`config.mk`:
```
export PLATFORM = sky130hd
export DESIGN_NAME = shift_register_flat
export DESIGN_NICKNAME = d
export VERILOG_FILES = /design/src/rtl/shift_register_pkg.sv /design/src/rtl/shift_register_if.sv /design/src/rtl/shift_register.sv /design/src/flat_wrapper.sv
export SDC_FILE = /design/constraint.sdc
export NUM_CORES = 1
export LEC_CHECK = 0
export CAP_MARGIN = 20
export CORE_ASPECT_RATIO = 0.9
export CORE_MARGIN = 4
export CORE_UTILIZATION = 30
export CTS_CLUSTER_SIZE = 12
export DETAILED_ROUTE_END_ITERATION = 12
export PLACE_DENSITY = 0.73
export SLEW_MARGIN = 20
export SYNTH_ARGS = -nofsm -noshare
export SYNTH_HDL_FRONTEND = slang
export SYNTH_SLANG_ARGS = --single-unit
```
`constraint.sdc`:
```
create_clock -name clk -period 1.8 [get_ports clk]
set_input_delay 0.36 -clock clk [delete_from_list [all_inputs] [get_ports clk]]
set_output_delay 0.36 -clock clk [all_outputs]
set_load 0.005 [all_outputs]
```
`src/rtl/shift_register_pkg.sv`:
```
// Shared types for the SPI-side shift register: default width and the
// per-cycle operation decode used by the register update.
package shift_register_pkg;

  localparam int DEFAULT_WIDTH = 8;

  typedef enum logic [1:0] {
    OP_HOLD  = 2'd0,
    OP_SHIFT = 2'd1,
    OP_LOAD  = 2'd2,
    OP_RESET = 2'd3
  } shift_op_t;

  // Reset beats load, load beats the strobe; a load with a coincident strobe never shifts.
  function automatic shift_op_t decode_op(input logic reset, input logic load, input logic strobe);
    if (reset) return OP_RESET;
    if (load) return OP_LOAD;
    if (strobe) return OP_SHIFT;
    return OP_HOLD;
  endfunction

endpackage

```
`src/rtl/shift_register_if.sv`:
```
// Fabric-side bundle of the shift register: load/strobe controls, data in, data out.
interface shift_register_if #(
  parameter int width = shift_register_pkg::DEFAULT_WIDTH
);
  logic             peripheralClkEdge;
  logic             parallelLoad;
  logic [width-1:0] parallelDataIn;
  logic             serialDataIn;
  logic [width-1:0] parallelDataOut;
  logic             serialDataOut;

  modport master (
    output peripheralClkEdge, parallelLoad, parallelDataIn, serialDataIn,
    input  parallelDataOut, serialDataOut
  );

  modport slave (
    input  peripheralClkEdge, parallelLoad, parallelDataIn, serialDataIn,
    output parallelDataOut, serialDataOut
  );
endinterface

```
`src/rtl/shift_register.sv`:
```
// SIPO/PISO shift register on clk; shifts right (new bit into MSB) on each
// peripheral-clock edge strobe, serial output is always the current LSB.
module shift_register
  import shift_register_pkg::*;
#(
  parameter int               width       = DEFAULT_WIDTH,
  parameter logic [width-1:0] RESET_VALUE = '0
) (
  input logic          clk,
  input logic          reset,
  shift_register_if.slave bus
);

  logic [width-1:0] mem;
  shift_op_t        op;

  always_comb begin
    op = decode_op(reset, bus.parallelLoad, bus.peripheralClkEdge);
  end

  always_ff @(posedge clk) begin
    case (op)
      OP_RESET: mem <= RESET_VALUE;
      OP_LOAD:  mem <= bus.parallelDataIn;
      OP_SHIFT: mem <= {bus.serialDataIn, mem[width-1:1]};
      default:  mem <= mem;
    endcase
  end

  // Outputs come only from the register, never straight from the inputs.
  assign bus.parallelDataOut = mem;
  assign bus.serialDataOut   = mem[0];

endmodule

```
`src/flat_wrapper.sv`:
```
// flat-port wrapper written by rule: the top's interface ports become plain ports
module shift_register_flat import shift_register_pkg::*;
#(
  parameter int               width       = DEFAULT_WIDTH,
  parameter logic [width-1:0] RESET_VALUE = '0
)
  (clk, reset, bus_peripheralClkEdge, bus_parallelLoad, bus_parallelDataIn, bus_serialDataIn, bus_parallelDataOut, bus_serialDataOut);
  shift_register_if #(.width(width)) bus_i ();
  input logic clk;
  input logic reset;
  input wire logic [$bits(bus_i.peripheralClkEdge)-1:0] bus_peripheralClkEdge;
  input wire logic [$bits(bus_i.parallelLoad)-1:0] bus_parallelLoad;
  input wire logic [$bits(bus_i.parallelDataIn)-1:0] bus_parallelDataIn;
  input wire logic [$bits(bus_i.serialDataIn)-1:0] bus_serialDataIn;
  output wire logic [$bits(bus_i.parallelDataOut)-1:0] bus_parallelDataOut;
  output wire logic [$bits(bus_i.serialDataOut)-1:0] bus_serialDataOut;
  assign bus_i.peripheralClkEdge = bus_peripheralClkEdge;
  assign bus_i.parallelLoad = bus_parallelLoad;
  assign bus_i.parallelDataIn = bus_parallelDataIn;
  assign bus_i.serialDataIn = bus_serialDataIn;
  assign bus_parallelDataOut = bus_i.parallelDataOut;
  assign bus_serialDataOut = bus_i.serialDataOut;
  shift_register #(.width(width), .RESET_VALUE(RESET_VALUE)) u_core (.clk(clk), .reset(reset), .bus(bus_i));
endmodule
```
==> results of run 1 <==
## logic make-up (layout without fill, tap and decap cells)
logic type | count (synthesis) | after routing | synth area share [%]
fa+ha+maj | 3 | 3 | 7.96
compound gates | 10 | 10 | 23.9
flops | 8 | 8 | 50.9
buf+inv | 7 | 31 | 9.55
simple gates | 9 | 9 | 7.69
## metal layers
| metal | vias to the layer above | track usage [%] | wire length (um) |
|---|---|---|---|
| li1 | 181 | - | - |
| met1 | 169 | 9.72 | 366 |
| met2 | 14 | 13.2 | 426 |
| met3 | 2 | 3.61 | 80 |
| met4 | 0 | 4.97 | 14 |
| met5 | - | 0 | 0 |
## worst paths after layout
| check | startpoint | to | depth (start not counted) |
|---|---|---|---|
| max | bus_parallelLoad | u_core.bus.parallelDataOut[0]$_DFFE_PP_ | 6 |
| min | u_core.bus.parallelDataOut[6]$_DFFE_PP_ | u_core.bus.parallelDataOut[5]$_DFFE_PP_ | 2 |
| max reg2reg | u_core.bus.parallelDataOut[3]$_DFFE_PP_ | u_core.bus.parallelDataOut[2]$_DFFE_PP_ | 2 |
| min reg2reg | u_core.bus.parallelDataOut[6]$_DFFE_PP_ | u_core.bus.parallelDataOut[5]$_DFFE_PP_ | 2 |
## worst max-delay path, delay by kind of cell
kind,cells,cell delay [ps]
adder cells (fa/ha/maj),1,350
AND/OR/NAND/NOR,1,50
buffers and inverters,2,520
AO/OA/AOI/OAI,2,360
## layout make-up
class                           count  area (um2)
Sequential cell                     8         240
Timing Repair Buffer               25         240
Clock buffer                        3        22.5
Inverter                            3        11.3
Multi-Input combinational cell     22         186
Fill cell                         141         744
Tap cell                           15        18.8
## power groups by stage
stage / clock network [uW] / logic, uW / registers [uW]
3_3_place_gp: 0 / 109 / 233
2_1_floorplan: 0 / 44.1 / 234
5_1_grt: 147 / 117 / 231
3_5_place_dp: 0 / 110 / 234
6_report: 137 / 109 / 229
4_1_cts: 138 / 111 / 230
## cells in the final DEF, fill, tap and decap left out, drive strengths merged
cell and count:
clkdlybuf4s50 21, a22oi 8, nor2 8, edfxtp 8, buf 4, inv 3
ha 3, clkbuf 3, or2 1, a21o 1, a21oi 1
## metrics by stage
stage / std cells / setup TNS (ps) / instance area (um2)
detailed placement: 73 / -1120 / 697
floorplan: 37 / 0 / 472
global placement: 73 / -681 / 697
finish: 76 / 0 / 719
global route: 76 / 0 / 719
CTS: 76 / 0 / 719
==> flow_summary.toml, run 1 <==
[outcome]
status = "finished clean"

[yosys]
synth_top_flop_cell = "edfxtp_1"
synth_top_area_share_pct = 50.9
synth_cell_types = 11
synthTopCellsByCount = "a22oi_2 (8), edfxtp_1 (8), nor2_1 (8), ha_1 (3), inv_1 (3)"
ys_seq_elements = 8
yosysWarnings = 0
synth_area_um2 = 472
synth.area.top_cells = "edfxtp_1 (51%), a22oi_2 (21%), ha_1 (8.0%)"
yosysSeqAreaShare_pct = 50.9
mappedNetlistNets = 53
synth_top_area_cell = "edfxtp_1"
avgSynthCellArea_um2 = 12.7
synth_edf_count = 8
syn_inst = 37
async_flop_share_pct = 0

[power_and_ir_drop]
vdd_drop_max_mv = 0.271
p_seq_share_pct = 48.2
power_leakage_uw = 0.000282
p_clk_share_pct = 28.9
power.density_mw_per_mm2 = 661
power_switching_uw = 110
switching_share_pct = 23.0
internal_power_uw = 366
pwr-share-comb_pct = 22.9
fin_total_pwr_uw = 476

[cells_and_area]
num_antenna_cells = 0
largest_reg_flops = 8
area_growth_pct = 52.5
final_layout_size_suffix_gt1_share_pct = 24.6
nets = 79
fin_util_pct = 49.1

[clock_network]
ctsHtreeMaxLevel = 1
clock_latency_ps = 250
post-cts-setup-buffer-count = 0
cts.sinks = 8
cts-buffers-inserted = 3
cts_buffer_depth = 2
cts-root-buf = "clkbuf_4"
cts_tree = "done"
cts.repair.resized = 0
clk_pin_slew_ps = 60
cts-hold-fix-buffers = 0

[global_routing]
grt_overflow = 0
grt_start_max_net_pins = 9
grt_pass1_vias = 348
track_usage_pct = 8.42
grt_pass1_wl_um = 1390
antenna_found_initial = 0

[timing]
finalHoldViolCount = 0
whs_ps = 619
timing.fmax_mhz = 608
fin_ws_ps = 154
max_slew_margin_pct = 70.2
tightest_slew_ps = 446
slew_violations = 0
setup_violations = 0
fin_skew_ps = 1.93
period_share_pct = 91.4
rsz0062_at_grt = "no"
fin_crit_ps = 1650

[placed_design]
gp_congestion = 0.642
io_buffers = 21
pre_cts_ws_ps = -125
post-dp-hpwl_um = 717

[route]
first_pass_iters = 2
ant_nets = 0
routedWlPerCell_um = 11.7
drcViolationCount = 0
vias = 366
viasPerCell = 4.82
drt-initial-drc-count = 1
postRouteWirelength_um = 888

[min_path]
hold_path_class = "reg2reg"

[floorplanning]
die-area_mm2 = 0.00227
die_width_um = 49.8
start_util_pct = 32.2
die_y_um = 45.6
rows = 13
coreArea_mm2 = 0.00146
ios = 22

[critical_path]
worstSetupEndpointType = "flop"
worstPathMaxFanout = 8
crit_type = "in2reg"
crit_arrival_ps = 1640
cp-start-kind = "primary input"
worstPathCellList = "clkdlybuf4s50_1 -> inv_1 -> a21o_1 -> ha_1 -> a22oi_2 -> nor2_1"
crit_slowest_cell = "clkdlybuf4s50_1"
r2r_slack_ps = 880
cp.required_ps = 1800
cpPeakStageDelay_ps = 470

[flow_run]
maxCapViolations = 0
No activity file was read; power rests on OpenSTA's default activity.
==> run 2: changes to the inputs <==
CAP_MARGIN = default   (was 20)
CELL_PAD_IN_SITES_DETAIL_PLACEMENT = 1   (was default)
CELL_PAD_IN_SITES_GLOBAL_PLACEMENT = 2   (was default)
CORE_UTILIZATION = 23   (was 30)
PLACE_DENSITY = 0.85   (was 0.73)
==> flow_summary.toml, run 2 (synthesis results as in run 1) <==
[outcome]
status = "finished clean"

[floorplanning]
die_y_um = 51.0
coreArea_mm2 = 0.00193
start_util_pct = 24.4
die-area_mm2 = 0.00284
ios = 22
die_width_um = 55.7
rows = 15

[timing]
finalHoldViolCount = 0
fin_skew_ps = 1.95
slew_violations = 0
setup_violations = 0
whs_ps = 628
period_share_pct = 93.2
max_slew_margin_pct = 68.9
timing.fmax_mhz = 596
rsz0062_at_grt = "no"
fin_crit_ps = 1680
tightest_slew_ps = 466

[route]
routedWlPerCell_um = 12.0
drt-initial-drc-count = 1
viasPerCell = 4.30
drcViolationCount = 0
ant_nets = 0
postRouteWirelength_um = 1030
first_pass_iters = 2
vias = 370

[clock_network]
ctsHtreeMaxLevel = 1
cts-buffers-inserted = 3
cts_buffer_depth = 2
clk_pin_slew_ps = 50
post-cts-setup-buffer-count = 0
cts_tree = "done"
cts.repair.resized = 0
clock_latency_ps = 260
cts-hold-fix-buffers = 0
cts-root-buf = "clkbuf_4"
cts.sinks = 8

[critical_path]
cp-start-kind = "primary input"
crit_slowest_cell = "clkdlybuf4s50_1"
reg2reg_depth = 2
path_delay_family = "buffers and inverters"
worstPathMaxFanout = 8
r2r-end = "u_core.bus.parallelDataOut[3]$_DFFE_PP_"
crit-reg2reg-launch = "u_core.bus.parallelDataOut[4]$_DFFE_PP_"
cpPeakStageDelay_ps = 430
r2r_slack_ps = 890
cp.required_ps = 1920
worstSetupEndpointType = "flop"
worstPathCellList = "clkdlybuf4s50_1 -> or2_1 -> inv_1 -> ha_1 -> a22oi_2 -> nor2_1"
worst-path-buf-inv = 2
crit_arrival_ps = 1790
crit_type = "in2reg"

[placed_design]
gp_congestion = 0.676
dp.cells = 83
post-dp-hpwl_um = 809
io_buffers = 21

[power_and_ir_drop]
p_clk_share_pct = 29.1
power_leakage_uw = 0.000282
switching_share_pct = 23.6
p_seq_share_pct = 47.9
internal_power_uw = 366
power.density_mw_per_mm2 = 655
pwr-share-comb_pct = 23.0
power_switching_uw = 113
vdd_drop_max_mv = 0.209

[min_path]
holdPathEnd = "u_core.bus.parallelDataOut[0]$_DFFE_PP_"
hp-start = "u_core.bus.parallelDataOut[1]$_DFFE_PP_"
hold_path_class = "reg2reg"
holdPathStages = 2

[cells_and_area]
nets = 79
largest_reg_flops = 8
mostFrequentLayoutCells = "clkdlybuf4s50_1 (21), a22oi_2 (8), nor2_1 (8), edfxtp_1 (8), buf_4 (4)"
area_growth_pct = 55.2
multiInputGateArea_um2 = 186
final.fill_count = 222
final_common_cell = "clkdlybuf4s50_1"
num_antenna_cells = 0
final_cells = 86
register_area_um2 = 240
final_layout_size_suffix_gt1_share_pct = 24.6

[flow_run]
maxCapViolations = 0

[global_routing]
grt_pass1_vias = 362
grt_pass1_wl_um = 1660
grt_start_max_net_pins = 9
antenna_found_initial = 0
track_usage_pct = 8.42
grt_overflow = 0
[run 2: cell counts in the layout (fill, tap and decap cells not counted)]
Identical to the previous run, type by type.
[run 2: layout make-up]
type                    instances  area share [%]
well taps                      25            4.27
repair buffers                 25            32.8
inverters                       3            1.54
clock buffers                   3            3.08
multi-input cells              22            25.5
flip-flops and latches          8            32.8
[run 2: how the worst max path moves through the flow]
stage,slack (ps),depth (start not counted),from,endpoint
finish,120,6,reset,u_core.bus.parallelDataOut[6]$_DFFE_PP_
detailed placement,-170,6,reset,u_core.bus.parallelDataOut[6]$_DFFE_PP_
global route,30,6,reset,u_core.bus.parallelDataOut[3]$_DFFE_PP_
global placement,-100,6,bus_parallelLoad,u_core.bus.parallelDataOut[7]$_DFFE_PP_
floorplan,410,4,bus_parallelLoad,u_core.bus.parallelDataOut[0]$_DFFE_PP_
CTS,110,6,reset,u_core.bus.parallelDataOut[6]$_DFFE_PP_
[run 2: worst register-to-register path: cells and delay by family, from the launching register on]
| kind | cells | cell delay (ps) |
|---|---|---|
| AOI/OAI and AO/OA | 1 | 190 |
| DFF | 1 | 410 |
| and+or+nand+nor | 1 | 60 |
[run 2: per-layer routing]
| layer | global-route usage [%] | vias up | routed length (um) |
|---|---|---|---|
| li1 | - | 180 | - |
| met1 | 9.66 | 167 | 460 |
| met2 | 10.8 | 21 | 433 |
| met3 | 5.05 | 2 | 118 |
| met4 | 7.29 | 0 | 22 |
| met5 | 0 | - | 0 |
[run 2: power groups by stage]
| stage | combinational (uW) | sequential, uW | clock (uW) |
|---|---|---|---|
| 6_report | 110 | 230 | 140 |
| 5_1_grt | 119 | 231 | 159 |
| 4_1_cts | 113 | 230 | 149 |
| 3_5_place_dp | 112 | 234 | 0 |
| 3_3_place_gp | 110 | 234 | 0 |
| 2_1_floorplan | 44.1 | 234 | 0 |
[run 2: stage by stage]
step           cell area (um2)  utilization (%)  power, uW  TNS (ps)  worst slack [ps]
2_1_floorplan              472                -        278         0               406
6_report                   732             37.9        479         0               123
3_3_place_gp               709             36.7        344      -801              -105
3_5_place_dp               709             36.7        346     -1560              -171
5_1_grt                    732             37.9        509         0              29.9
4_1_cts                    732             37.9        491         0               106
==> run 3: changes to the inputs <==
--- a/config.mk
+++ b/config.mk
@@ -7,2 +7,3 @@
 export LEC_CHECK = 0
+export CAP_MARGIN = 20
 export CELL_PAD_IN_SITES_DETAIL_PLACEMENT = 1
--- a/constraint.sdc
+++ b/constraint.sdc
@@ -3,2 +3,2 @@
 set_output_delay 0.36 -clock clk [all_outputs]
-set_load 0.005 [all_outputs]
+set_load 0.1 [all_outputs]
==> flow_summary.toml, run 3 (synthesis results as in run 1) <==
[placed_design]
place_area_um2 = 785
io_buffers = 21
gp_congestion = 0.693
pre_cts_ws_ps = -145
post-dp-hpwl_um = 900
dp.cells = 81

[timing]
fin_ws_ps = 155
period_share_pct = 91.4
timing.fmax_mhz = 608
rsz0062_at_grt = "no"
fin_skew_ps = 4.88
slew_violations = 0
finalHoldViolCount = 0
max_slew_margin_pct = 69.7
whs_ps = 686
tightest_slew_ps = 455
fin_setup_tns_ps = 0
setup_violations = 0
fin_crit_ps = 1640

[critical_path]
reg2reg_depth = 2
crit_arrival_ps = 1560
worst-path-buf-inv = 4
cp-start-kind = "primary input"
path_delay_family = "buffers and inverters"
r2r-end = "u_core.bus.parallelDataOut[5]$_DFFE_PP_"
worstSetupEndpointType = "flop"
path_common_cell = "inv_1"
cpPeakStageDelay_ps = 490
cp.required_ps = 1720
r2r_slack_ps = 820
worstPathMaxFanout = 8
crit_start = "reset"
crit_type = "in2reg"
crit-reg2reg-launch = "u_core.bus.parallelDataOut[6]$_DFFE_PP_"
worstPathCellList = "clkdlybuf4s50_1 -> or2_1 -> inv_1 -> buf_4 -> ha_1 -> inv_1"
crit_slowest_cell = "clkdlybuf4s50_1"

[floorplanning]
rows = 15
start_util_pct = 24.4
die_y_um = 51.0
ios = 22
die-area_mm2 = 0.00284
die_width_um = 55.7
coreArea_mm2 = 0.00193

[route]
first_pass_iters = 2
ant_nets = 0
routedWlPerCell_um = 12.9
drt-initial-drc-count = 11
drcViolationCount = 0
vias = 370
postRouteWirelength_um = 1090
viasPerCell = 4.40

[cells_and_area]
multiInputGateArea_um2 = 189
nets = 77
final_cells = 84
final_common_cell = "clkdlybuf4s50_1"
final_cell_area_um2 = 810
mostFrequentLayoutCells = "clkdlybuf4s50_1 (12), buf_12 (9), a22oi_2 (8), nor2_1 (8), edfxtp_1 (8)"
num_antenna_cells = 0
register_area_um2 = 240
area_growth_pct = 71.6
largest_reg_flops = 8
final.fill_count = 210
final_layout_size_suffix_gt1_share_pct = 39.0

[power_and_ir_drop]
power_leakage_uw = 0.000316
power.density_mw_per_mm2 = 768
vdd_drop_max_mv = 0.310

[clock_network]
cts.repair.resized = 0
cts-hold-fix-buffers = 0
clock_latency_ps = 250
post-cts-setup-buffer-count = 0
cts_buffer_depth = 2
clk_pin_slew_ps = 50
cts_tree = "done"
cts.sinks = 8
ctsHtreeMaxLevel = 1
cts-buffers-inserted = 3
cts-root-buf = "clkbuf_4"

[min_path]
hp-start = "u_core.bus.parallelDataOut[7]$_DFFE_PP_"
holdPathEnd = "u_core.bus.parallelDataOut[6]$_DFFE_PP_"
holdPathStages = 2
hold_path_class = "reg2reg"

[global_routing]
grt_overflow = 0
antenna_found_initial = 0
grt_start_max_net_pins = 9
grt_pass1_wl_um = 1850
grt_pass1_vias = 380
track_usage_pct = 8.87

[outcome]
status = "finished clean"

[flow_run]
maxCapViolations = 0
run 3: where the power goes:
group	internal [uW]	total [uW]	switching, uW
registers	221	239	17.4
clock network	76.0	132	56.5
logic	99.6	251	151
run 3: worst max path at each step:
stage	to	slack [ps]	depth (start not counted)
after floorplan	bus_parallelDataOut[0]	90	1
after detailed placement	u_core.bus.parallelDataOut[0]$_DFFE_PP_	-150	6
after CTS	u_core.bus.parallelDataOut[2]$_DFFE_PP_	110	6
final	u_core.bus.parallelDataOut[2]$_DFFE_PP_	160	6
after global routing	u_core.bus.parallelDataOut[2]$_DFFE_PP_	20	6
after global placement	u_core.bus.parallelDataOut[7]$_DFFE_PP_	-100	6
run 3: metal layers:
metal,routed length [um],vias up,GRT usage [%]
li1,-,175,-
met1,453,176,10.3
met2,503,17,13.4
met3,121,2,5.05
met4,8,0,3.64
met5,0,-,0
run 3: tightest hold or removal path, cell delays in order (launching register included):
cell and delay (ps):
edfxtp_1 400, a22oi_2 100, nor2_1 70
run 3: layout make-up:
type | instances | area share, %
Inverter | 3 | 1.39
Multi-Input combinational cell | 22 | 23.3
Tap cell | 25 | 3.86
Sequential cell | 8 | 29.7
Clock buffer | 3 | 2.78
Timing Repair Buffer | 23 | 38.9
run 3: per-stage QoR:
step                      power (uW)  util (%)
final                            622      41.9
after global routing             655      41.9
after CTS                        632      41.7
after detailed placement         496      40.6
after global placement           492      40.6
after floorplan                  389         -
